File: src/rtl/regfile_wb_arbiter.sv
// Write-back arbiter for the 16x32 register file: round-robin sharing of the general
// write port plus merge of r15-directed writes with the fetch unit's PC update.
module regfile_wb_arbiter #(
   parameter int NREQ = 3,
   parameter int DW   = 32
) (
   input  logic                 clk,
   input  logic                 reset,
   input  logic [NREQ-1:0]      req_valid,
   input  logic [4*NREQ-1:0]    req_addr,
   input  logic [DW*NREQ-1:0]   req_data,
   output logic [NREQ-1:0]      req_ready,
   input  logic                 wb_hold,
   input  logic                 pc_wen,
   input  logic [DW-1:0]        pc_data,
   output logic                 wEn1,
   output logic [3:0]           wA1,
   output logic [DW-1:0]        wD1,
   output logic                 wEn15,
   output logic [DW-1:0]        wDr15,
   output logic [15:0]          wr_pending
);

   localparam int PW = $clog2(NREQ);

   logic [PW-1:0] ptr_q, ptr_d;
   logic          wen1_q, wen1_d;
   logic [3:0]    wa1_q, wa1_d;
   logic [DW-1:0] wd1_q, wd1_d;
   logic          wen15_q, wen15_d;
   logic [DW-1:0] wdr15_q, wdr15_d;

   logic [NREQ-1:0] grant_s;
   logic [PW-1:0]   gidx_s;
   logic            found_s;
   logic            accept_s;
   logic [3:0]      sel_addr_s;
   logic [DW-1:0]   sel_data_s;
   logic            is_r15_s;

   // Round-robin scan starting just after the last granted requester.
   always_comb begin
      grant_s = '0;
      gidx_s  = ptr_q;
      found_s = 1'b0;
      for (int k = 1; k <= NREQ; k++) begin
         if (!found_s && req_valid[(int'(ptr_q) + k) % NREQ]) begin
            found_s = 1'b1;
            gidx_s  = PW'((int'(ptr_q) + k) % NREQ);
         end else begin
            found_s = found_s;
         end
      end
      if (found_s && !wb_hold && !reset) begin
         grant_s[gidx_s] = 1'b1;
      end else begin
         grant_s = '0;
      end
   end

   assign req_ready  = grant_s;
   assign accept_s   = |(req_valid & grant_s);
   assign sel_addr_s = req_addr[int'(gidx_s)*4 +: 4];
   assign sel_data_s = req_data[int'(gidx_s)*DW +: DW];
   assign is_r15_s   = (sel_addr_s == 4'd15);

   // Next-state for pointer and write-port registers; an r15 grant pre-empts the PC update.
   always_comb begin
      ptr_d   = ptr_q;
      wen1_d  = 1'b0;
      wa1_d   = wa1_q;
      wd1_d   = wd1_q;
      wen15_d = pc_wen;
      wdr15_d = wdr15_q;
      if (accept_s) begin
         ptr_d = gidx_s;
      end else begin
         ptr_d = ptr_q;
      end
      if (accept_s && !is_r15_s) begin
         wen1_d = 1'b1;
         wa1_d  = sel_addr_s;
         wd1_d  = sel_data_s;
      end else begin
         wen1_d = 1'b0;
      end
      if (accept_s && is_r15_s) begin
         wen15_d = 1'b1;
         wdr15_d = sel_data_s;
      end else if (pc_wen) begin
         wen15_d = 1'b1;
         wdr15_d = pc_data;
      end else begin
         wen15_d = 1'b0;
      end
   end

   // State registers with synchronous reset.
   always_ff @(posedge clk) begin
      if (reset) begin
         ptr_q   <= PW'(NREQ - 1);
         wen1_q  <= 1'b0;
         wa1_q   <= 4'd0;
         wd1_q   <= '0;
         wen15_q <= 1'b0;
         wdr15_q <= '0;
      end else begin
         ptr_q   <= ptr_d;
         wen1_q  <= wen1_d;
         wa1_q   <= wa1_d;
         wd1_q   <= wd1_d;
         wen15_q <= wen15_d;
         wdr15_q <= wdr15_d;
      end
   end

   assign wEn1  = wen1_q;
   assign wA1   = wa1_q;
   assign wD1   = wd1_q;
   assign wEn15 = wen15_q;
   assign wDr15 = wdr15_q;

   // Hazard vector decoded from the registered write strobes.
   always_comb begin
      wr_pending = 16'd0;
      if (wen1_q) begin
         wr_pending[wa1_q] = 1'b1;
      end else begin
         wr_pending = 16'd0;
      end
      if (wen15_q) begin
         wr_pending[15] = 1'b1;
      end else begin
         wr_pending[15] = wr_pending[15];
      end
   end

endmodule

File: config.mk
export PLATFORM = sky130hd
export DESIGN_NAME = regfile_wb_arbiter
export DESIGN_NICKNAME = d
export VERILOG_FILES = /design/src/rtl/regfile_wb_arbiter.sv
export SDC_FILE = /design/constraint.sdc
export NUM_CORES = 1
export LEC_CHECK = 0
export ABC_AREA = 1
export BUFFER_PORTS_ARGS = -buffer_cell sky130_fd_sc_hd__buf_2
export CAP_MARGIN = 0
export CORE_UTILIZATION = 40
export CTS_CLUSTER_SIZE = 28
export DETAILED_ROUTE_END_ITERATION = 10
export GPL_ROUTABILITY_DRIVEN = 1
export PLACE_DENSITY = 0.8
export SLEW_MARGIN = 25
export SYNTH_ARGS = -nofsm -noshare
export SYNTH_HDL_FRONTEND = slang
export SYNTH_SLANG_ARGS = --single-unit
File: constraint.sdc
create_clock -name clk -period 5.75 [get_ports clk]
set_input_delay 0.2875 -clock clk [delete_from_list [all_inputs] [get_ports clk]]
set_output_delay 0.2875 -clock clk [all_outputs]
set_load 0.01 [all_outputs]
# [Word-level counts from Yosys, hierarchy flattened]
# Cells that the tools add are included.
[totals] output_inout_bits=89 ff_bits=72 word_cells=65 inputBits=147
[classes] n_shift=2 n_addsub=3 n_mux=27 n_bitwise=1 eq_ne=1 n_div=3 n_lt_le_gt_ge=7 reduce_logical=15
[op_table] operator="< comparator 32 x 4 -> 1 bit, second input constant" n=3
[op_table] operator="modulo 32 x 3 -> 32 bit, second input constant" n=3
[op_table] operator="indexed part select 96 x 8 -> 32 bit" n=1
[op_table] operator="2-to-1 mux 32 bit" n=2
[op_table] operator="2-to-1 mux 16 bit" n=1
[op_table] operator="2-to-1 mux 1 bit" n=15
[op_table] operator="indexed part select 12 x 5 -> 4 bit" n=1
[op_table] operator="logical AND 1 bit" n=8
[op_table] operator="adder 2 x 2 -> 3 bit, second input constant" n=2
[op_table] operator="binary-select mux 1 bit (select 2 bit)" n=3
[op_table] operator="2-to-1 mux 2 bit" n=3
[op_table] operator="zero test 1 bit" n=5
[op_table] operator="< comparator 4 x 5 -> 1 bit, second input constant" n=1
[op_table] operator="demux 1 bit (select 4 bit)" n=1
[op_table] operator="== test 4 bit, second input constant" n=1
[op_table] operator=">= comparator 4 x 1 -> 1 bit, second input constant" n=1
[op_table] operator="adder 2 x 1 -> 3 bit, second input constant" n=1
[op_table] operator="bitwise AND 3 bit" n=1
[op_table] operator="< comparator 2 x 3 -> 1 bit, second input constant" n=1
[op_table] operator="2-to-1 mux 3 bit" n=1
[op_table] operator="OR reduction 3 bit" n=1
[op_table] operator="demux 1 bit (select 2 bit)" n=1
[op_table] operator=">= comparator 2 x 1 -> 1 bit, second input constant" n=1
[op_table] operator="nonzero test 2 bit" n=1

# [Logic depth before layout (Yosys ltp)]
[logic_depth] ltp_word=21 mapped_depth=23 depth_no_buf=21

# [Worst setup path after synthesis]
# Ideal clock, no wire load.
[synth_timing] path_type="reg2reg" startpoint="register ptr_q[0]" endpoint="register wd1_q[14] (netlist: wD1[14])" stages_incl_launch_ff=20 path_buffers=3 arrival_time_ns=2.499 setup_time_ns=0.113 required_ns=5.637 setup_slack_ns=3.138 cell_sequence="dfxtp_1 inv_1 ha_1 buf_4 nand3_1 nand3_1 nor2_4 o21ai_1 nand2_1 nand2_1 nand3_1 nand3_1 nor2_4 nand2_2 nand2_2 inv_2 buf_6 buf_6 nor2_1 nor2_1"
[synth_between] elab_chain_cells=20
[synth_rtl] item="start: declaration" line="26" text="logic [PW-1:0] ptr_q, ptr_d;"
[synth_rtl] item="start signal: assignment" line="101" text="ptr_q <= PW'(NREQ - 1);"
[synth_rtl] item="start signal: assignment" line="108" text="ptr_q <= ptr_d;"
[synth_rtl] item="adder 2 x 1 -> 3 bit" line="47, 49"
[synth_rtl] item="modulo 32 x 3 -> 32 bit" line="47, 49"
[synth_rtl] item="binary-select mux 1 bit (select 2 bit)" line="47" text="if (!found_s && req_valid[(int'(ptr_q) + k) % NREQ]) begin"
[synth_rtl] item="2-to-1 mux 1 bit (implied by the code) (2 in a row)" line="47"
[synth_rtl] item="2-to-1 mux 1 bit" line="47"
[synth_rtl] item="zero test 1 bit" line="47"
[synth_rtl] item="logical AND 1 bit" line="47"
[synth_rtl] item="2-to-1 mux 1 bit" line="47"
[synth_rtl] item="(+3 left out)"
[synth_rtl] item="< comparator 2 x 3 -> 1 bit (implied by the code) / >= comparator 2 x 1 -> 1 bit (equally long branches)" line="55" text="grant_s[gidx_s] = 1'b1;"
[synth_rtl] item="logical AND 1 bit (implied by the code)" line="55"
[synth_rtl] item="2-to-1 mux 1 bit (implied by the code)" line="55"
[synth_rtl] item="demux 1 bit (select 2 bit)" line="55"
[synth_rtl] item="2-to-1 mux 3 bit" line="54" text="if (found_s && !wb_hold && !reset) begin"
[synth_rtl] item="bitwise AND 3 bit" line="62" text="assign accept_s = |(req_valid & grant_s);"
[synth_rtl] item="OR reduction 3 bit" line="62"
[synth_rtl] item="logical AND 1 bit" line="80" text="if (accept_s && !is_r15_s) begin"
[synth_rtl] item="end signal: assignment" line="111" text="wd1_q <= wd1_d;"
[synth_rtl] item="end: declaration" line="29" text="logic [DW-1:0] wd1_q, wd1_d;"
# Parallel ways exist; a longest one is shown, timed or not. The select of a mux whose other input is x is not followed.
# A chain may end at the register's enable or synchronous reset.

# [Final worst setup path]
[layout_timing] startpoint="register ptr_q[0]" endpoint="register wd1_q[31] (netlist: wD1[31])"
# The elaborated chain is that of the path after synthesis.

==> flow_summary_export.csv <==
group,metric,value,unit
status,run_status,"completed",
timing,period_needed,4.24,ns
pwr,p_int,1.14,mW
floorplan,fp.coreArea,10900,um^2
min_path,min_path_type,"in -> reg",
worst_setup_path,cp_cell_sequence,"inv_1, ha_1, inv_2, nand3_1, nand3_1, nor2_4, nand3_1, nand2_2, nand2_2, nor2_2, nor2_2, nor2_4, nand2_2, nand2_2, clkinv_2, nor2_1, nor2_1",
floorplan,dieHeight,109,um
finish,final_common_cell,"nand2_1",
synth,synth_flop_cell,"dfxtp_1",
pwr,power_leakage,3.44,nW
timing,tns,0,ns
worst_setup_path,reg2reg_setup_slack,1.51,ns
synth,async_flop_share,0,%
place,hpwl,11.1,mm
pwr,combPwrFrac,46.0,%
pwr,switching_share,44.2,%
synth,synth_edf_count,0,
clock_network,root_buffer,"clkbuf_16",
pwr,ir_drop,0.156,mV
timing,max-slew-margin-rel,34.2,%
grt,grt_overflow,0,
worst_setup_path,crit_required,5.96,ns
clock_network,numCtsBuffers,9,
timing,period_share,73.7,%
clock_network,cts_hold_buf,0,
synth,ys_types,27,
worst_setup_path,cp_common_cell,"nand2_2",
worst_setup_path,slowest_delay,0.67,ns
pwr,seqPwrFrac,29.1,%
finish,n_fill_cell,1176,
pwr,power_switching,906,uW
drt,detail_route.wl_per_cell,13.1,um
worst_setup_path,critPathArrivalTime,4.44,ns
floorplan,floorplan.rows,38,
drt,ant_nets,0,
clock_network,cts_tree,"done",
floorplan,die_width,109,um
worst_setup_path,start_kind,"flip-flop",
drt,drc,0,
synth,yosys_warnings,0,
drt,vias,5524,
worst_setup_path,r2r-start,"ptr_q[0]",
floorplan,dieArea,11800,um^2
finish,nNetsFinal,1148,
drt,drt-total-wl,15.0,mm
timing,slew_violations,0,
clock_network,cts_resized,0,
finish,area_growth,31.6,%
min_path,hold-path-endpoint,"wDr15[26]",
worst_setup_path,slowest_stage,"clkinv_2",
worst_setup_path,reg2reg_to,"wD1[31]",
pwr,power_density,343,nW/um^2
synth,synth-seq-area-share,31.7,%
timing,fmaxAchievable,0.236,GHz
timing,final_hold_viol_count,0,
worst_setup_path,end_kind,"flip-flop",
place,place_congestion,0.886,
finish,drive_above_1_share,28.0,%
worst_setup_path,crit_type,"reg -> reg",
finish,post-route-util,54.7,%
clock_network,ctsHtreeMaxLevel,3,
worst_setup_path,cp_max_fo,69,
drt,dr.pass1.iters,5,
timing,clock_skew,0.00509,ns
clock_network,postCtsSetupRepairBufs,0,
timing,finalSetupViolCount,0,
drt,viasPerCell,4.84,
pwr,clockPowerShare,24.9,%
clock_network,cts.reportedPaths.clkPinSlew,0.06,ns
grt,grt_max_degree,70,
synth,mappedNetlistNets,944,
worst_setup_path,rr_worst_depth,17,
finish,antenna_cells,0,
timing,worst_pin_slew,0.981,ns
synth,netlist_instances,793,
synth,syn_area,4550,um^2
timing,rsz0062_at_grt,"no",
grt,antenna_found_initial,0,
min_path,hold_path_depth,5,
grt,grt_pass1_wl,23.0,mm
clock_network,cts_buffer_depth,2,
drt,dr.first_iter.drc_count,334,
pwr,power,2.05,mW
grt,track_usage,24.9,%
floorplan,start_util,41.6,%
finish,mostFrequentLayoutCells,"294 x nand2_1, 235 x buf_2, 144 x nor2_1",
min_path,min_from,"pc_data[26]",
place,io_buffers,235,
synth,synth_area_per_cell,5.74,um^2
synth,ys_ff_latch,72,
flow_run,maxCapViolCount,0,
floorplan,pin_count,236,
clock_network,clkSinkCount,72,
clock_network,insertion_delay,0.32,ns
grt,grt_pass1_vias,4785,
==> cell type report <==
class                           instances  area, um^2  share of cell area (%)
Clock buffer                            9         225                    3.76
Clock inverter                          7        47.5                   0.795
Inverter                               59         223                    3.72
Multi-Input combinational cell        613        2640                    44.2
Sequential cell                        72        1440                    24.1
Tap cell                              140         175                    2.93
Timing Repair Buffer                  242        1230                    20.5
==> sequential cells by signal, indices dropped and copies added (netlist names) <==
| signal | flops |
|---|---|
| ptr_q | 2 |
| wA1 | 4 |
| wD1 | 32 |
| wDr15 | 32 |
| wEn1 | 1 |
| wEn15 | 1 |
==> synth_stat cells, types with 3 or more instances <==
cell	count	share of area, %
nor2_4	3	0.74
clkbuf_1	21	1.7
nor3_1	9	0.99
inv_2	4	0.33
dfxtp_1	72	32
o21ai_1	4	0.44
a21oi_1	35	3.9
nand4_1	32	4.4
inv_1	54	4.5
o21ai_0	4	0.44
nor2_1	146	12
nand2_2	9	1.2
nand2_1	294	24
buf_2	15	1.7
buf_6	5	1.2
ha_1	4	1.1
buf_1	6	0.50
nand3_1	65	7.2
==> worst max-delay path: cells and delay by family, from the launching register on <==
family                     cells  cell delay [ns]
and+or+nand+nor               13             2.41
DFF                            1             0.40
buffers and inverters          3             0.86
adders and majority gates      1             0.43
==> cells by family (layout without fill, tap and decap cells) <==
kind of cell,count (synthesis),count (layout),share of synthesized area [%]
AND/OR/NAND/NOR,564,564,51.9
buffers and inverters,108,317,10.3
flip-flops,72,72,31.7
AO/OA/AOI/OAI,45,45,5.03
adder cells (fa/ha/maj),4,4,1.10
==> through the flow <==
step	worst slack (ns)	hold slack, ns	instance area, um^2	cells
finish	1.51	0.299	5980	1142
global route	1.03	0.304	5980	1142
CTS	1.60	0.283	5980	1142
detailed placement	1.61	0.464	5710	1126
global placement	1.70	0.458	5710	1126
floorplan	3.14	0.505	4550	793
==> worst max-delay path by stage <==
| stage | endpoint | start | depth (start not counted) | slack (ns) |
|---|---|---|---|---|
| after floorplan | wD1[14] | ptr_q[0] | 19 | 3.14 |
| after global placement | wDr15[12] | ptr_q[0] | 16 | 1.70 |
| after detailed placement | wDr15[12] | ptr_q[0] | 16 | 1.61 |
| after CTS | wDr15[6] | ptr_q[0] | 17 | 1.60 |
| after global routing | wD1[15] | ptr_q[0] | 18 | 1.03 |
| final | wD1[31] | ptr_q[0] | 17 | 1.51 |
==> layer usage <==
metal | track usage, % | routed length [um] | up-vias
li1 | - | - | 2883
met1 | 30.8 | 6490 | 2404
met2 | 44.2 | 7230 | 215
met3 | 3.65 | 977 | 22
met4 | 7.92 | 309 | 0
met5 | 0 | 0 | -
==> power by group through the flow <==
stage	combinational (mW)	clock, mW	sequential [mW]
5_1_grt	1.06	0.542	0.604
2_1_floorplan	0.620	0	0.631
3_5_place_dp	0.939	0	0.606
3_3_place_gp	0.936	0	0.606
6_report	0.943	0.510	0.597
4_1_cts	0.941	0.520	0.596
Power figures use the tool's default switching activity.
